==> config.mk <==
export PLATFORM = sky130hd
export DESIGN_NAME = rv32_mem_arbiter
export DESIGN_NICKNAME = d
export VERILOG_FILES = /design/src/rtl/rv32_mem_arbiter.sv
export SDC_FILE = /design/constraint.sdc
export NUM_CORES = 1
export LEC_CHECK = 0
export ABC_AREA = 1
export CAP_MARGIN = 5
export CORE_AREA = 2 2 107 109
export CTS_BUF_LIST = sky130_fd_sc_hd__clkbuf_4
export CTS_CLUSTER_SIZE = 25
export DETAILED_ROUTE_END_ITERATION = 6
export DIE_AREA = 0 0 109 111
export GPL_TIMING_DRIVEN = 0
export PLACE_DENSITY_LB_ADDON = 0.15
export SLEW_MARGIN = 10
export SYNTH_ARGS = -nofsm -noshare
export SYNTH_HDL_FRONTEND = slang
export SYNTH_SLANG_ARGS = --single-unit
==> constraint.sdc <==
create_clock -name clk_i -period 2.7 [get_ports clk_i]
set_input_delay 0.27 -clock clk_i [delete_from_list [all_inputs] [get_ports clk_i]]
set_output_delay 0.27 -clock clk_i [all_outputs]
set_load 0.02 [all_outputs]
==> src/rtl/rv32_mem_arbiter.sv <==
// Shares one memory bus between the fetch (instr) and memory-stage (data) ports.
// Data has fixed priority, with a starvation guard; a source-ID FIFO routes the in-order responses back.
module rv32_mem_arbiter #(
  parameter int unsigned MAX_OUTSTANDING = 4,
  parameter int unsigned STARVE_LIMIT    = 4
) (
  input  logic        clk_i,
  input  logic        rst_i,
  input  logic        instr_req_i,
  input  logic [31:0] instr_addr_i,
  output logic        instr_gnt_o,
  output logic        instr_rvalid_o,
  output logic [31:0] instr_rdata_o,
  input  logic        data_req_i,
  input  logic [3:0]  data_we_i,
  input  logic [31:0] data_addr_i,
  input  logic [31:0] data_wdata_i,
  output logic        data_gnt_o,
  output logic        data_rvalid_o,
  output logic [31:0] data_rdata_o,
  output logic        mem_req_o,
  output logic [3:0]  mem_we_o,
  output logic [31:0] mem_addr_o,
  output logic [31:0] mem_wdata_o,
  input  logic        mem_gnt_i,
  input  logic        mem_rvalid_i,
  input  logic [31:0] mem_rdata_i,
  output logic        busy_o,
  output logic        err_o
);

  localparam int unsigned PW = (MAX_OUTSTANDING > 1) ? $clog2(MAX_OUTSTANDING) : 1;
  localparam int unsigned CW = $clog2(MAX_OUTSTANDING + 1);
  localparam logic [CW-1:0] CNT_MAX    = CW'(MAX_OUTSTANDING);
  localparam logic [PW-1:0] PTR_LAST   = PW'(MAX_OUTSTANDING - 1);
  localparam logic [3:0]    STARVE_MAX = 4'(STARVE_LIMIT);

  // state  | meaning
  // IDLE   | no handshake pending; source chosen by priority
  // LOCK_I | instr request presented but not yet accepted; hold it on the bus
  // LOCK_D | data request presented but not yet accepted; hold it on the bus
  typedef enum logic [1:0] {IDLE, LOCK_I, LOCK_D} lock_e;
  lock_e state, state_nxt;

  logic                   sel;
  logic                   req_sel;
  logic                   grant;
  logic                   pop;
  logic                   spurious;
  logic                   head;
  logic                   err;
  logic [MAX_OUTSTANDING-1:0] src_q;
  logic [PW-1:0]          wr_ptr, rd_ptr;
  logic [CW-1:0]          count;
  logic [3:0]             starve_cnt;

  always_ff @(posedge clk_i) begin
    if (rst_i) state <= IDLE;
    else       state <= state_nxt;
  end

  always_comb begin
    state_nxt = state;
    sel       = 1'b0;
    case (state)
      LOCK_I:  sel = 1'b0;
      LOCK_D:  sel = 1'b1;
      default: sel = (starve_cnt == STARVE_MAX && instr_req_i) ? 1'b0 : data_req_i;
    endcase
    // A full FIFO drops mem_req_o, so an existing lock simply persists.
    if (grant)          state_nxt = IDLE;
    else if (mem_req_o) state_nxt = sel ? LOCK_D : LOCK_I;
  end

  assign req_sel     = sel ? data_req_i : instr_req_i;
  assign mem_req_o   = !rst_i && req_sel && (count < CNT_MAX);
  assign grant       = mem_req_o && mem_gnt_i;
  assign instr_gnt_o = grant && !sel;
  assign data_gnt_o  = grant && sel;
  assign mem_addr_o  = sel ? data_addr_i  : instr_addr_i;
  assign mem_we_o    = sel ? data_we_i    : 4'b0000;
  assign mem_wdata_o = sel ? data_wdata_i : 32'h0;

  assign head           = src_q[rd_ptr];
  assign pop            = !rst_i && mem_rvalid_i && (count != '0);
  assign spurious       = mem_rvalid_i && (count == '0);
  assign instr_rvalid_o = pop && !head;
  assign data_rvalid_o  = pop && head;
  assign instr_rdata_o  = instr_rvalid_o ? mem_rdata_i : 32'h0;
  assign data_rdata_o   = data_rvalid_o  ? mem_rdata_i : 32'h0;
  assign busy_o         = !rst_i && (count != '0);
  assign err_o          = !rst_i && err;

  always_ff @(posedge clk_i) begin
    if (rst_i) begin
      src_q      <= '0;
      wr_ptr     <= '0;
      rd_ptr     <= '0;
      count      <= '0;
      starve_cnt <= '0;
      err        <= 1'b0;
    end else begin
      if (grant) begin
        src_q[wr_ptr] <= sel;
        wr_ptr        <= (wr_ptr == PTR_LAST) ? '0 : wr_ptr + 1'b1;
      end
      if (pop) rd_ptr <= (rd_ptr == PTR_LAST) ? '0 : rd_ptr + 1'b1;
      if (grant && !pop)      count <= count + 1'b1;
      else if (pop && !grant) count <= count - 1'b1;
      if (spurious) err <= 1'b1;
      if (instr_gnt_o || !instr_req_i)
        starve_cnt <= '0;
      else if (data_gnt_o && starve_cnt != STARVE_MAX)
        starve_cnt <= starve_cnt + 1'b1;
    end
  end

endmodule

==> reports/qor.yml, run 1 <==
status: "complete, no violations"
finalHoldViolCount: 0
grt_util_met3_pct: 5.76
max_clock_freq_ghz: 0.389
synth.most_common_cell: "nand2_1"
diodes: 0
drv_cap: 0
ctsLongestPathBuffers: 2
clock_skew_ns: 0.00359
slew_viol_final: 0
rr_startpoint: "state[0]"
drcViolationCount: 0
antenna_found_initial: 0
grt_overflow_total: 0
multi_input_area_um2: 1400
area_delta_synth_final_pct: 134
async_reset_ff_share_pct: 0
start_util_pct: 20.5
gr-max-usage-layer: "met2"
p_leak_uw: 0.00288
dp_cells: 843
ioPinCount: 277
cts_htree_levels: 1
slew_headroom_pct: 79.2
synth_area_leader_cell: "nand2_1"
rsz0062_at_grt: "no"
synth_edf_count: 0
startpoint: "state[0]"
avgSynthCellArea_um2: 5.35
register_area_um2: 363
worst_slew_pin_slew_ns: 0.311
required_ns: 2.43
grt_pass1_wl_um: 15300
setup_violations: 0
ys.flop_type: "dfxtp_1"
clkTransAtPathRegs_ns: 0.10
fin_crit_ns: 2.57
die_width_um: 109
drt_iter0_markers: 85
start_kind: "flip-flop"
ant_nets: 0
viasPerCell: 3.97
hold-worst-slack_ns: 0.463
use_met2_pct: 33.5
core.rowCount: 39
die_y_um: 111
insertion_delay_ns: 0.29
core-area_um2: 11100
powerDensity_nw_per_um2: 380
synth.distinct_cells: 30
wl_um: 10100
crit_type: "flip-flop to output pin"
setup_tns_ns: 0
mappedNetlistArea_um2: 2270
fin_cells: 850
syn_nets: 572
grt_pass1_vias: 3256
root_buffer: "clkbuf_4"
gp_congestion: 0.823
endpoint_kind: "output pin"
peakVddDrop_uv: 214
post-route-period-util_pct: 95.2
ys_seq_area_share_pct: 15.9
wl_per_cell_um: 11.9
synth_warnings: 0
synth_top_area_share_pct: 20.5
crit_fanout: 10
ys_ff_latch: 18
cts_inserted_buffers: 3
dr.pass1.iters: 4
dpl.hpwl_um: 8970
use_met1_pct: 13.0
synth_top_cells_by_area: "nand2_1, nor2_1, dfxtp_1"
vias: 3378
layout-drive-gt1-share_pct: 8.06
grt.total_usage_pct: 15.8
worstHoldStart: "err"
netlist_instances: 424
fill_cells: 1152
die-area_um2: 12100
hold_path.class: "flip-flop to flip-flop"
cts.sinks: 18
synth_common_cells: "nand2_1, nor2_1, inv_1"
tritoncts: "built"
crit_arrival_ns: 2.30
final_nets: 856
utilization_pct: 47.9
portBuffers: 276
grt_start_max_net_pins: 11
-- logic make-up after synthesis --
logic type      synth area share, %
simple gates                   48.3
flops                          15.9
buf+inv                        22.3
xor+xnor                       1.16
fa+ha+maj                      5.85
compound gates                 6.56
-- layout make-up --
type                            instances  share of cell area, %
Multi-Input combinational cell        295                   26.4
Clock inverter                          1                 0.0707
Timing Repair Buffer                  279                   53.3
Sequential cell                        18                   6.83
Buffer                                 17                   2.71
Inverter                               94                   6.88
Clock buffer                            3                  0.424
Tap cell                              143                   3.37
-- path summary, 6_finish.rpt --
kind / end / slack [ns] / cells past startpoint
min: err / 0.46 / 2
max reg2reg: count[2] / 0.23 / 16
max: mem_addr_o[31] / 0.13 / 11
min reg2reg: err / 0.46 / 2
-- per-layer routing --
layer / wire [um] / share of wire [%] / vias to the layer above
li1: - / - / 1779
met1: 3210 / 32 / 1435
met2: 5580 / 55 / 154
met3: 1170 / 12 / 10
met4: 176 / 1.7 / 0
met5: 0 / 0 / -
-- report_power, final --
| part | switching [uW] | internal, uW | total, uW |
|---|---|---|---|
| clock network | 83.3 | 53.8 | 137 |
| logic | 829 | 722 | 1550 |
| registers | 32.2 | 299 | 332 |
-- sequential cells by signal (all words and copies together), names as in the netlist --
signal and flops:
src_q 4, starve_cnt 4, count 3, rd_ptr 2, state 2, wr_ptr 2, err 1
-- through the flow --
stage               worst slack [ns]  power, uW  area, um^2
global placement              0.0571       1940        5210
finish                         0.130       2020        5310
global route                0.000103       2170        5310
detailed placement            0.0315       1950        5210
CTS                          0.00137       2060        5220
floorplan                      0.323       1150        2270
-- critical path: stages, from the launching register on --
cell and delay (ns):
dfxtp_2 0.34, inv_1 0.04, ha_1 0.31, nand2_1 0.10, clkinv_2 0.07, nand2_4 0.10, nand2_8 0.09, inv_6 0.10
buf_6 0.14, nand2_1 0.05, nand2_1 0.05, clkdlybuf4s50_1 0.61
-- layout by cell type (no fill, tap or decap), types with 3 or more instances in the layout --
master / n
xor2_1: 3
clkbuf_4: 3
inv_2: 5
dfxtp_1: 16
clkbuf_2: 3
nor2_4: 3
buf_4: 4
buf_2: 4
dlygate4sd2_1: 17
a21oi_1: 10
nor2_2: 3
nand2_1: 124
ha_1: 9
dlymetal6s2s_1: 27
nand3_1: 3
clkdlybuf4s50_1: 232
a21oi_2: 3
inv_1: 85
buf_6: 9
o21ai_0: 8
nor2_1: 112
-- repair_timing --
action / in CTS / in global routing
hold buffers: 0 / 0
setup endpoints to repair: 30 / 33
setup buffers: 0 / 3
pin swaps: 0 / 0
gates resized for setup: 20 / 31
endpoints found under the hold margin: 0 / 0
Note: power is estimated with default switching activity, not from simulation.
==> inputs of run 2 (changes only) <==
- ABC_AREA: 1 -> not set
- CORE_AREA: 2 2 107 109 -> 2 2 106 108
- DIE_AREA: 0 0 109 111 -> 0 0 108 110
==> reports/qor.yml, run 2 <==
status: "complete, no violations"  # unchanged
synth_top_area_share_pct: 20.0  # was 20.5%
final_common_cell: "clkdlybuf4s50_1"  # unchanged
setup_violations: 0  # unchanged
antenna_found_initial: 0  # unchanged
portBuffers: 275  # was 276
peakVddDrop_uv: 127  # was 214 uV
critical_path.cell_chain: "inv_1, ha_4, mux2i_4, a31o_1, buf_6, clkbuf_4, nand2_1, nand2_1, dlygate4sd2_1"  # was inv_1, ha_1, nand2_1, clkinv_2, nand2_4, nand2_8, inv_6, buf_6, nand2_1, nand2_1, clkdlybuf4s50_1
die_width_um: 108  # was 109 um
dpl.hpwl_um: 9790  # was 8970 um
core.rowCount: 38  # was 39
critPathSlowestCell: "dlygate4sd2_1"  # was clkdlybuf4s50_1
netlist_instances: 346  # was 424
fill_cells: 1094  # was 1152
crit_buf_inv: 4  # was 5
post_dp_cell_area_um2: 5090  # was 5210 um^2
worst_slew_pin_slew_ns: 0.459  # was 0.311 ns
crit_type: "flip-flop to output pin"  # unchanged
synth_area_leader_cell: "and2_1"  # was nand2_1
p_leak_uw: 0.00284  # was 0.00288 uW
dp_cells: 761  # was 843
r2r_slack_ns: 0.25  # was 0.23 ns
mappedNetlistArea_um2: 2160  # was 2270 um^2
required_ns: 2.43  # about the same
register_area_um2: 364  # was 363 um^2
post-route-period-util_pct: 95.5  # was 95.2%
grt.total_usage_pct: 17.6  # was 15.8%
synth.most_common_cell: "nand2_1"  # unchanged
vias: 3311  # was 3378
clkTransAtPathRegs_ns: 0.11  # was 0.10 ns
multi_input_area_um2: 1710  # was 1400 um^2
synth_warnings: 0  # unchanged
slowest_delay_ns: 0.34  # was 0.61 ns
crit_arrival_ns: 2.31  # was 2.30 ns
dr.pass1.iters: 4  # unchanged
die-area_um2: 11900  # was 12100 um^2
synth_top_cells_by_area: "and2_1, nand2_1, dfxtp_1"  # was nand2_1, nor2_1, dfxtp_1
fin_total_pwr_uw: 1840  # was 2020 uW
ys_seq_area_share_pct: 16.7  # was 15.9%
max_clock_freq_ghz: 0.388  # was 0.389 GHz
slew_viol_final: 0  # unchanged
grt_pass1_wl_um: 16700  # was 15300 um
crit_path_frequent_cell: "nand2_1"  # unchanged
synth.distinct_cells: 35  # was 30
slew_headroom_pct: 69.4  # was 79.2%
insertion_delay_ns: 0.31  # was 0.29 ns
cts_htree_levels: 1  # unchanged
finalHoldViolCount: 0  # unchanged
syn_nets: 494  # was 572
hold_buffers: 0  # unchanged
synth_common_cells: "nand2_1, and2_1, and3_1"  # was nand2_1, nor2_1, inv_1
wl_per_cell_um: 15.5  # was 11.9 um
ys.flop_type: "dfxtp_1"  # unchanged
r2r_cells: 11  # was 16
ant_nets: 0  # unchanged
cts_inserted_buffers: 3  # unchanged
stdcell_area_um2: 5150  # was 5310 um^2
wl_um: 12000  # was 10100 um
ctsLongestPathBuffers: 2  # unchanged
dp_slack_ns: -0.473  # was 0.0315 ns
grt_pass1_vias: 3013  # was 3256
viasPerCell: 4.29  # was 3.97
grt_overflow_total: 0  # unchanged
tritoncts: "built"  # unchanged
fin_crit_ns: 2.58  # was 2.57 ns
crit_fanout: 10  # unchanged
drcViolationCount: 0  # unchanged
die_y_um: 110  # was 111 um
powerDensity_nw_per_um2: 358  # was 380 nW/um^2
diodes: 0  # unchanged
start_util_pct: 20.2  # was 20.5%
ys_ff_latch: 18  # unchanged
rsz0062_at_grt: "no"  # unchanged
final_nets: 780  # was 856
avgSynthCellArea_um2: 6.25  # was 5.35 um^2
async_reset_ff_share_pct: 0  # unchanged
area_delta_synth_final_pct: 139  # was 134%
drt_iter0_markers: 213  # was 85
worstHoldStart: "mem_gnt_i"  # was err
rr_startpoint: "state[0]"  # unchanged
timing.rr.end: "count[2]"  # unchanged
hold_path.class: "primary input to flip-flop"  # was flip-flop to flip-flop
crit_family: "buffers and inverters"  # unchanged
fin_cells: 771  # was 850
reg_top3: "src_q x4, starve_cnt x4, count x3"  # unchanged
gp_congestion: 0.793  # was 0.823
postLayoutSetupSlackWorst_ns: 0.120  # was 0.130 ns
endpoint_kind: "output pin"  # unchanged
start_kind: "flip-flop"  # unchanged
utilization_pct: 48.2  # was 47.9%
ioPinCount: 277  # unchanged
worstHoldPathCells: 3  # was 2
root_buffer: "clkbuf_4"  # unchanged
layout_common_cells: "clkdlybuf4s50_1, nand2_1, dlygate4sd2_1, and2_1, and3_1"  # was clkdlybuf4s50_1, nand2_1, nor2_1, inv_1, dlymetal6s2s_1
synth_edf_count: 0  # unchanged
clock_skew_ns: 0.00536  # was 0.00359 ns
grt_start_max_net_pins: 11  # unchanged
drv_cap: 0  # unchanged
layout-drive-gt1-share_pct: 10.9  # was 8.06%
core-area_um2: 10700  # was 11100 um^2
cts.sinks: 18  # unchanged
hold_path_end: "state[0]"  # was err
run 2: kinds of logic after synthesis:
logic type / count (synthesis) / share of synthesized area, %
AOI/OAI and AO/OA: 30 / 9.09
xor gates and xnor gates: 2 / 0.811
adders and majority gates: 10 / 6.14
buffers and inverters: 38 / 7.30
DFF: 18 / 16.7
muxes: 6 / 3.59
and+or+nand+nor: 242 / 56.4
run 2: tightest hold or removal path, delay by kind of cell:
kind | cells | cell delay, ns
buffers and inverters | 1 | 0.17
AOI/OAI and AO/OA | 1 | 0.05
and+or+nand+nor | 1 | 0.13
run 2: power by group:
part	total, uW	internal [uW]	switching (uW)	leakage, uW
logic	1360	640	719	0.00268
clock network	147	54.0	92.8	0.0000154
registers	338	302	36.9	0.000148
total	1840	995	849	0.00284
run 2: area by class of cell:
| cell class | count | share of cell area, % |
|---|---|---|
| repair buffers | 281 | 51.8 |
| clock buffers | 3 | 0.437 |
| plain buffers | 26 | 3.18 |
| well taps | 140 | 3.40 |
| clock inverters | 1 | 0.0728 |
| multi-input cells | 290 | 33.2 |
| inverters | 12 | 0.874 |
| flip-flops and latches | 18 | 7.06 |
run 2: worst max path at each step:
stage | start | end | depth (start not counted) | slack [ns]
2_1_floorplan | state[0] | count[2] | 11 | 0.35
6_report | state[0] | mem_addr_o[27] | 9 | 0.12
3_3_place_gp | rst_i | data_rdata_o[24] | 7 | -0.45
5_1_grt | starve_cnt[0] | mem_wdata_o[14] | 9 | 0.002
3_5_place_dp | rst_i | data_rdata_o[24] | 7 | -0.47
4_1_cts | rd_ptr[0] | instr_rdata_o[27] | 5 | 0.004
run 2: metal layers:
metal	global-route usage [%]	share of wire, %	vias to the layer above
li1	-	-	1687
met1	21.5	40	1517
met2	33.3	53	95
met3	2.53	5.5	12
met4	2.84	1.1	0
met5	0	0	-
run 2: metrics by stage:
step           setup TNS [ns]  hold slack (ns)
2_1_floorplan               0            0.407
3_3_place_gp           -23.97            0.443
3_5_place_dp           -26.57            0.456
4_1_cts                     0            0.357
5_1_grt                     0            0.369
6_report                    0            0.353
run 2: timing repair:
item,in CTS,in global routing
cloned,0,0
endpoints found under the hold margin,0,0
setup buffers,5,1
endpoints found under the setup margin,134,74
gates resized for setup,191,56
pin swaps,1,2
==> inputs of run 3 (changes only) <==
- SKIP_CTS_REPAIR_TIMING: not set -> 1
==> reports/qor.yml, run 3 (synthesis gave the netlist of run 2 again) <==
status: "complete, but fails checks"  # was complete, no violations
violations: "negative setup slack"
rsz0062_at_grt: "yes"  # was no
clock_skew_ns: 0.00574  # was 0.00536 ns
grt_start_max_net_pins: 11  # unchanged
area_delta_synth_final_pct: 154  # was 139%
crit_arrival_ns: 2.47  # was 2.31 ns
critical_path.cell_chain: "inv_1, ha_2, mux2i_4, a31oi_4, buf_2, nor2_1, clkdlybuf4s50_1"  # was inv_1, ha_4, mux2i_4, a31o_1, buf_6, clkbuf_4, nand2_1, nand2_1, dlygate4sd2_1
vias: 3295  # was 3311
crit_family: "buffers and inverters"  # unchanged
core.rowCount: 38  # unchanged
critPathSlowestCell: "clkdlybuf4s50_1"  # was dlygate4sd2_1
wl_um: 12200  # was 12000 um
grt_pass1_vias: 2910  # was 3013
hold_path.class: "primary input to flip-flop"  # unchanged
slowest_delay_ns: 0.64  # was 0.34 ns
hold-worst-slack_ns: 0.356  # was 0.353 ns
r2r_slack_ns: 0.19  # was 0.25 ns
clkTransAtPathRegs_ns: 0.11  # about the same
core-area_um2: 10700  # unchanged
ctsLongestPathBuffers: 2  # unchanged
root_buffer: "clkbuf_4"  # unchanged
setup_violations: 1  # was 0
startpoint: "state[0]"  # unchanged
insertion_delay_ns: 0.30  # was 0.31 ns
die_y_um: 110  # unchanged
p_leak_uw: 0.00401  # was 0.00284 uW
start_util_pct: 20.2  # unchanged
final_nets: 779  # was 780
slew_viol_final: 0  # unchanged
postLayoutSetupSlackWorst_ns: -0.0403  # was 0.120 ns
reg_top3: "src_q x4, starve_cnt x4, count x3"  # unchanged
layout-drive-gt1-share_pct: 9.37  # was 10.9%
fill_cells: 1017  # was 1094
grt_overflow_total: 0  # unchanged
drt_iter0_markers: 216  # was 213
portBuffers: 275  # unchanged
fin_crit_ns: 2.74  # was 2.58 ns
viasPerCell: 4.28  # was 4.29
cts_inserted_buffers: 3  # unchanged
gp_congestion: 0.793  # unchanged
drcViolationCount: 0  # unchanged
die_width_um: 108  # unchanged
cts.sinks: 18  # unchanged
tritoncts: "built"  # unchanged
diodes: 0  # unchanged
crit_type: "flip-flop to output pin"  # unchanged
final_common_cell: "clkdlybuf4s50_1"  # unchanged
required_ns: 2.43  # about the same
worst_slew_pin_slew_ns: 0.453  # was 0.459 ns
post-route-period-util_pct: 101  # was 95.5%
powerDensity_nw_per_um2: 346  # was 358 nW/um^2
dpl.hpwl_um: 9790  # unchanged
grt.total_usage_pct: 17.1  # was 17.6%
cts_htree_levels: 1  # unchanged
finalHoldViolCount: 0  # unchanged
wl_per_cell_um: 15.8  # was 15.5 um
rr_startpoint: "state[0]"  # unchanged
layout_common_cells: "clkdlybuf4s50_1, dlymetal6s2s_1, nand2_1, and2_1, and3_1"  # was clkdlybuf4s50_1, nand2_1, dlygate4sd2_1, and2_1, and3_1
crit_buf_inv: 3  # was 4
slew_headroom_pct: 69.8  # was 69.4%
antenna_found_initial: 0  # unchanged
endpoint_kind: "output pin"  # unchanged
die-area_um2: 11900  # unchanged
worstHoldStart: "mem_gnt_i"  # unchanged
utilization_pct: 51.3  # was 48.2%
crit_fanout: 10  # unchanged
drv_cap: 0  # unchanged
ioPinCount: 277  # unchanged
max_clock_freq_ghz: 0.365  # was 0.388 GHz
start_kind: "flip-flop"  # unchanged
peakVddDrop_uv: 128  # was 127 uV
grt_pass1_wl_um: 16200  # was 16700 um
ant_nets: 0  # unchanged
dr.pass1.iters: 4  # unchanged
## run 3: cell types whose count changed in the layout (fill, tap and decap cells not counted), sizes merged
cell,previous run,this run
dlygate4sd2,76,0
dlymetal6s2s,12,110
buf,20,11
clkbuf,30,35
clkdlybuf4s50,145,153
clkdlybuf4s15,27,0
## run 3: worst min-delay path: cells and delay by family
family / cells / cell delay (ns)
AO/OA/AOI/OAI: 1 / 0.05
buffers and inverters: 1 / 0.17
AND/OR/NAND/NOR: 1 / 0.13
## run 3: area by class of cell
cell class                 instances  area [um^2]  share of cell area, %
timing repair buffer             280         3010                   54.8
inverter                          12         45.0                  0.821
buffer                            26          160                   2.92
clock buffer                       3         22.5                  0.410
multi-input combinational        290         1710                   31.2
sequential                        18          364                   6.64
tap                              140          175                   3.19
clock inverter                     1         3.75                 0.0684
## run 3: layer usage
layer | vias up | global-route usage, % | wire length [um]
met1 | 1501 | 21.1 | 4840
met5 | - | 0 | 0
met4 | 0 | 3.21 | 159
li1 | 1684 | - | -
met2 | 98 | 31.6 | 6450
met3 | 12 | 2.53 | 741
## run 3: path summary, 6_finish.rpt
path                       to  depth (start not counted)
hold reg to reg           err                          2
hold / removal       state[1]                          3
setup / recovery  instr_gnt_o                          7
setup reg to reg     count[2]                         11
## run 3: where the power goes
| part | internal [uW] | switching (uW) |
|---|---|---|
| sequential | 302 | 36.5 |
| clock | 53.9 | 91.9 |
| combinational | 696 | 716 |
| total | 1050 | 845 |
## run 3: per-stage QoR
stage | TNS, ns | total power (uW) | instance area (um^2) | setup slack, ns | std cells
after global placement | -23.97 | 1720 | 5090 | -0.449 | 761
after CTS | -51.53 | 1890 | 5110 | -0.611 | 765
final | -0.0403 | 1900 | 5490 | -0.0403 | 770
after detailed placement | -26.57 | 1740 | 5090 | -0.473 | 761
after global routing | -0.196 | 2020 | 5490 | -0.160 | 770
after floorplan | 0 | 1020 | 2160 | 0.346 | 346
